==> src/rtl/sipo_reg_if.sv <==
// Port bundle for sipo_reg: serial write strobe and data in, parallel word and ready pulse out.
// wr_en_i acts as a valid with an implicit always-high ready: every bit presented with wr_en_i=1 is taken on that edge.
interface sipo_reg_if #(
    parameter int OUTPUT_BW = 8
);
    localparam int CNT_W = $clog2(OUTPUT_BW);

    logic                 wr_en_i;
    logic                 serial_data_i;
    logic [OUTPUT_BW-1:0] dout_bus_o;
    logic                 data_ready_o;
    logic [CNT_W-1:0]     dbg_bit_cnt_o;

    modport master (
        output wr_en_i,
        output serial_data_i,
        input  dout_bus_o,
        input  data_ready_o,
        input  dbg_bit_cnt_o
    );

    modport slave (
        input  wr_en_i,
        input  serial_data_i,
        output dout_bus_o,
        output data_ready_o,
        output dbg_bit_cnt_o
    );
endinterface

==> src/rtl/sipo_reg.sv <==
// Serial-in parallel-out register: collects OUTPUT_BW serial bits and publishes each
// completed word on a registered bus with a one-cycle ready pulse.
module sipo_reg #(
    parameter int OUTPUT_BW = 8,
    parameter int MSB_FIRST = 1
) (
    input  logic       clk_i,
    input  logic       reset_i,
    sipo_reg_if.slave  bus
);
    localparam int CNT_W = $clog2(OUTPUT_BW);
    localparam logic [CNT_W-1:0] LAST_CNT = CNT_W'(OUTPUT_BW - 1);

    logic [OUTPUT_BW-1:0] r_shift;
    logic [CNT_W-1:0]     r_cnt;
    logic [OUTPUT_BW-1:0] r_dout;
    logic                 r_ready;

    logic [OUTPUT_BW-1:0] w_shift_next;
    logic                 w_last;

    // The completed word is taken from the next-shift value so the final bit is included on its own edge.
    generate
        if (MSB_FIRST != 0) begin : g_msb_first
            assign w_shift_next = {r_shift[OUTPUT_BW-2:0], bus.serial_data_i};
        end else begin : g_lsb_first
            assign w_shift_next = {bus.serial_data_i, r_shift[OUTPUT_BW-1:1]};
        end
    endgenerate

    assign w_last = bus.wr_en_i && (r_cnt == LAST_CNT);

    always_ff @(posedge clk_i or negedge reset_i) begin
        if (!reset_i) begin
            r_shift <= '0;
            r_cnt   <= '0;
            r_dout  <= '0;
            r_ready <= 1'b0;
        end else begin
            r_ready <= w_last;
            if (bus.wr_en_i) begin
                r_shift <= w_shift_next;
                r_cnt   <= w_last ? '0 : r_cnt + 1'b1;
            end
            if (w_last) begin
                r_dout <= w_shift_next;
            end
        end
    end

    assign bus.dout_bus_o    = r_dout;
    assign bus.data_ready_o  = r_ready;
    assign bus.dbg_bit_cnt_o = r_cnt;
endmodule

==> src/flat_wrapper.sv <==
// flat-port wrapper written by rule: the top's interface ports become plain ports
module sipo_reg_flat 
#(
    parameter int OUTPUT_BW = 8,
    parameter int MSB_FIRST = 1
)
  (clk_i, reset_i, bus_wr_en_i, bus_serial_data_i, bus_dout_bus_o, bus_data_ready_o, bus_dbg_bit_cnt_o);
  sipo_reg_if #(.OUTPUT_BW(OUTPUT_BW)) bus_i ();
  input  logic clk_i;
  input  logic reset_i;
  input wire logic [$bits(bus_i.wr_en_i)-1:0] bus_wr_en_i;
  input wire logic [$bits(bus_i.serial_data_i)-1:0] bus_serial_data_i;
  output wire logic [$bits(bus_i.dout_bus_o)-1:0] bus_dout_bus_o;
  output wire logic [$bits(bus_i.data_ready_o)-1:0] bus_data_ready_o;
  output wire logic [$bits(bus_i.dbg_bit_cnt_o)-1:0] bus_dbg_bit_cnt_o;
  assign bus_i.wr_en_i = bus_wr_en_i;
  assign bus_i.serial_data_i = bus_serial_data_i;
  assign bus_dout_bus_o = bus_i.dout_bus_o;
  assign bus_data_ready_o = bus_i.data_ready_o;
  assign bus_dbg_bit_cnt_o = bus_i.dbg_bit_cnt_o;
  sipo_reg #(.OUTPUT_BW(OUTPUT_BW), .MSB_FIRST(MSB_FIRST)) u_core (.clk_i(clk_i), .reset_i(reset_i), .bus(bus_i));
endmodule
==> config.mk <==
export PLATFORM = sky130hd
export DESIGN_NAME = sipo_reg_flat
export DESIGN_NICKNAME = d
export VERILOG_FILES = /design/src/rtl/sipo_reg_if.sv /design/src/rtl/sipo_reg.sv /design/src/flat_wrapper.sv
export SDC_FILE = /design/constraint.sdc
export NUM_CORES = 1
export LEC_CHECK = 0
export CORE_MARGIN = 2
export CORE_UTILIZATION = 47
export DETAILED_ROUTE_END_ITERATION = 10
export GPL_TIMING_DRIVEN = 0
export HOLD_SLACK_MARGIN = 0.08
export PLACE_DENSITY = 0.75
export SYNTH_ARGS = -nofsm -noshare
export SYNTH_HDL_FRONTEND = slang
export SYNTH_SLANG_ARGS = --single-unit
==> constraint.sdc <==
create_clock -name clk_i -period 1.9 [get_ports clk_i]
set_clock_uncertainty 0.1 [all_clocks]
set_input_delay 0.475 -clock clk_i [delete_from_list [all_inputs] [get_ports clk_i]]
set_output_delay 0.475 -clock clk_i [all_outputs]
set_load 0.02 [all_outputs]
# Word-level counts from Yosys, hierarchy flattened
# Cells that the tools add are included.
dict set report totals {
  reg_bits 19
  in_bits 4
  output_inout_bits 12
  wordCells 8
}
dict set report op_classes {
  add_sub_neg 1
  eq_ne 1
  mux 1
  n_reduce_logical 1
}
# op count
set ops {}
lappend ops {{adder 3 x 1 -> 3 bit (second input constant)} 1}
lappend ops {{== test 3 bit (second input constant)} 1}
lappend ops {{two-way mux 3 bit} 1}
lappend ops {{logical AND 1 bit} 1}

# Longest topological paths before layout
dict set report depth {
  word_depth 3
  mapped_depth 4
  depth_no_buf 4
}

# Least setup slack after synthesis
# Ideal clock, no wire load.
dict set report synth_path {
  path_type {register to register}
  startpoint {reg u_core.r_cnt[0] (netlist: u_core.bus.dbg_bit_cnt_o[0])}
  endpoint {reg u_core.r_dout[0] (netlist: u_core.bus.dout_bus_o[0])}
  setup_time_ps 125
  arrival_time_ps 1400
  required_time_ps 1675
  setup_slack_ps 275
  stages_incl_launch_ff 5
  path_buffers 0
  period_less_slack_ps 1625
  path_cell_list {dfrtp_1 ha_1 ha_1 nand2_2 mux2_2}
}
dict set report synth_between {
  elab_chain_len 2
}
# element line
set synth_lines {}
lappend synth_lines {{start, declared} sipo_reg.sv:15} ;# logic [CNT_W-1:0] r_cnt;
lappend synth_lines {{start signal, assigned} sipo_reg.sv:43} ;# r_cnt <= w_last ? '0 : r_cnt + 1'b1;
lappend synth_lines {{== test 3 bit} sipo_reg.sv:31} ;# assign w_last = bus.wr_en_i && (r_cnt == LAST_CNT);
lappend synth_lines {{logical AND 1 bit} sipo_reg.sv:31}
lappend synth_lines {{end signal, assigned} sipo_reg.sv:46} ;# r_dout <= w_shift_next;
lappend synth_lines {{end, declared} sipo_reg.sv:16} ;# logic [OUTPUT_BW-1:0] r_dout;
# Every way passes these cells.
# A chain may end at the register's enable or synchronous reset.

# Worst setup path after layout
dict set report layout_path {
  startpoint {reg u_core.r_dout[0] (netlist: u_core.bus.dout_bus_o[0])}
  endpoint {out bus_dout_bus_o[0]}
}
# element line
set layout_lines {}
lappend layout_lines {{end, declared} flat_wrapper.sv:13} ;# output wire logic [$bits(bus_i.dout_bus_o)-1:0] bus_dout_bus_o;
# No word-level cell between the ends.

==> qor.txt <==
F_max: 0.549 GHz
Drc violations: 0
H-tree depth: 1
Pwr per Cell Area: 1530 mW/mm^2
Final count of pins violating max slew: 0
Largest net degree at the start of global routing: 20
CP delay by family, top: buffers and inverters
Die Height: 43.4 um
Deepest clock path buffer count: 2
DP Wirelength: 749 um
Root Buffer: clkbuf_4
CP Buf/Inv Count: 1
CP peak stage delay: 600 ps
Via count: 424
HP Start: u_core.bus.dout_bus_o[3]
Netlist cell types: 9
Total CTS buffers: 3
Vias in the first global route: 429
Worst path arrival time: 1250 ps
Area grow syn2layout: 28.0%
Hold-critical path endpoint: u_core.bus.dout_bus_o[3]
RR Startpoint: u_core.bus.dbg_bit_cnt_o[0]
Initial detailed-routing violation count: 4
RR Endpoint: u_core.bus.dout_bus_o[2]
Status: finished, final reports clean
Grt ovf: 0
Global Route Usage Sum: 13.7%
Met1 usage: 18.7%
Setup TNS: 0 ps
RSZ-0062 raised after global routing: no
Total Power: 1.42 mW
Endpoints failing hold: 0
Peak supply drop: 0.941 mV
Die X-Extent: 43.4 um
Synth Instances: 47
Slew @ Worst Pin: 845 ps
Hold Path Class: reg2reg
Most common cell after layout, fill and taps aside: dfrtp_1
Yosys Warn Count: 0
Max_cap viols: 0
Worst Setup End Kind: primary output
Critical path class: reg2out
Syn nets: 53
Vias per inst: 5.17
Met3 GRT Util: 2.50%
Fillers: 121
Worst-path clk slew: 100 ps
Initial antenna violation count: 0
Final nets: 73
Adder-cell share of the synthesized area: 3.43%
Gpl congestion: 0.670
Largest cells by area after synthesis: dfrtp_1, mux2_2, ha_1
WP data required: 1320 ps
#FFs+latches synth: 19
Initial Utilization: 49.6%
Cell taking the most area after synthesis: dfrtp_1
Flop-to-flop setup slack: 240 ps
IO Port Bufs: 15
Final ANT Viol Nets: 0
Post-synthesis mux area share: 24.7%
Startpoint types: register
Postcts setup bufs: 0
Antenna diodes: 0
Mean Syn Cell Area: 15.5 sq um
Setup Viol. Count Final: 0
Crit-path max FO: 2
Largest family of logic cells by synthesized area: multiplexers
Cell Chain, Critical Path: clkdlybuf4s50_1
First-pass DRT Iterations: 4
# hold bufs at CTS: 0
Hold slack: 411 ps
Xor/xnor share of the synthesized area: 0%
Routed wire length: 1090 um
I/O Pins: 16
TritonCTS clock tree: built
Fin crit period: 1820 ps
Total die area: 0.00188 sq mm
Clk_lat worst skew: 280 ps
Synth Area in Compound Gates: 1.72%
Synth Cell Area: 729 sq um
Commonest non-fill, non-tap cells in the layout: dfrtp_1, mux2_2, clkdlybuf4s50_1
Leakage power: 0.458 nW
Routed len/inst: 13.3 um
Clk sinks: 19
Core ar.: 0.00147 sq mm
FP Rows: 14
Synth top area share: 65.2%
CP max stage cell: clkdlybuf4s50_1
Worst Hold Path Cells: 1
Final Cycle Share: 95.9%
Layout cells sized above 1: 31.8%
Register area share after synthesis: 65.2%
Slew headroom: 43.5%
Top Usage Layer GRT: met2
Met2 usage: 21.8%
First-pass GRT wire length: 1900 um
Register-to-Register Path Depth: 4
Synth Area in Simple Gates: 2.40%
[power by group]
group	internal, mW	switching [mW]
Clock	0.0814	0.113
Sequential	0.552	0.0829
Combinational	0.324	0.271
[worst max path at each step]
stage / slack, ps / from / endpoint / cells past startpoint
2_1_floorplan: 280 / u_core.bus.dbg_bit_cnt_o[0] / u_core.bus.dout_bus_o[0] / 4
3_3_place_gp: 90 / bus_wr_en_i / u_core.r_shift[6] / 3
5_1_grt: 20 / u_core.bus.dout_bus_o[0] / bus_dout_bus_o[0] / 1
6_report: 80 / u_core.bus.dout_bus_o[0] / bus_dout_bus_o[0] / 1
4_1_cts: 3 / u_core.bus.dbg_bit_cnt_o[0] / bus_dbg_bit_cnt_o[0] / 1
3_5_place_dp: 90 / bus_wr_en_i / u_core.r_shift[6] / 3
[synth_stat cells, drive strengths merged]
library cell,n
inv,3
buf,1
mux2,16
ha,2
nor2,1
o22ai,2
nand2,3
dfrtp,19
[state kept, by name, indices dropped and copies added (netlist names)]
name                      count
u_core.bus.data_ready_o       1
u_core.r_shift                7
u_core.bus.dout_bus_o         8
u_core.bus.dbg_bit_cnt_o      3
[cell families (layout without fill, tap and decap cells)]
kind of cell    after synthesis  in the layout
fa+ha+maj                     2              2
buf+inv                       4             23
compound gates                2              2
flops                        19             19
mux                          16             16
simple gates                  4              4
[area by class of cell]
| class | count | area, sq um | area share, % |
|---|---|---|---|
| Buffer | 1 | 7.51 | 0.804 |
| Inverter | 3 | 11.3 | 1.21 |
| Sequential cell | 19 | 475 | 50.9 |
| Multi-Input combinational cell | 24 | 235 | 25.2 |
| Tap cell | 16 | 20.0 | 2.14 |
| Timing Repair Buffer | 15 | 158 | 16.9 |
| Clock buffer | 4 | 26.3 | 2.82 |
[worst reg2reg max path: cells and delay by family, from the launching register on]
family | cells | cell delay (ps)
adder cells (fa/ha/maj) | 2 | 450
flip-flops | 1 | 420
multiplexers | 1 | 360
AND/OR/NAND/NOR | 1 | 220
[layer usage]
metal	vias to the layer above	routed length, um
met5	-	0
met4	0	0
met3	0	71
met2	12	479
met1	210	538
li1	202	-
[stage by stage]
step           utilization, %  setup WS, ps  instance area, sq um  cells
6_report                 63.4          78.6                   933     82
5_1_grt                  63.4          21.1                   933     82
4_1_cts                  62.9          3.01                   926     82
3_5_place_dp             61.1          87.8                   900     78
3_3_place_gp             61.1          92.8                   900     78
2_1_floorplan               -           275                   729     47
[timing repair]
| action | in CTS | in global routing |
|---|---|---|
| hold endpoints to repair | 0 | 0 |
| endpoints found under the setup margin | 0 | 3 |
| gates resized for setup | 0 | 3 |
Power figures use the tool's default switching activity.
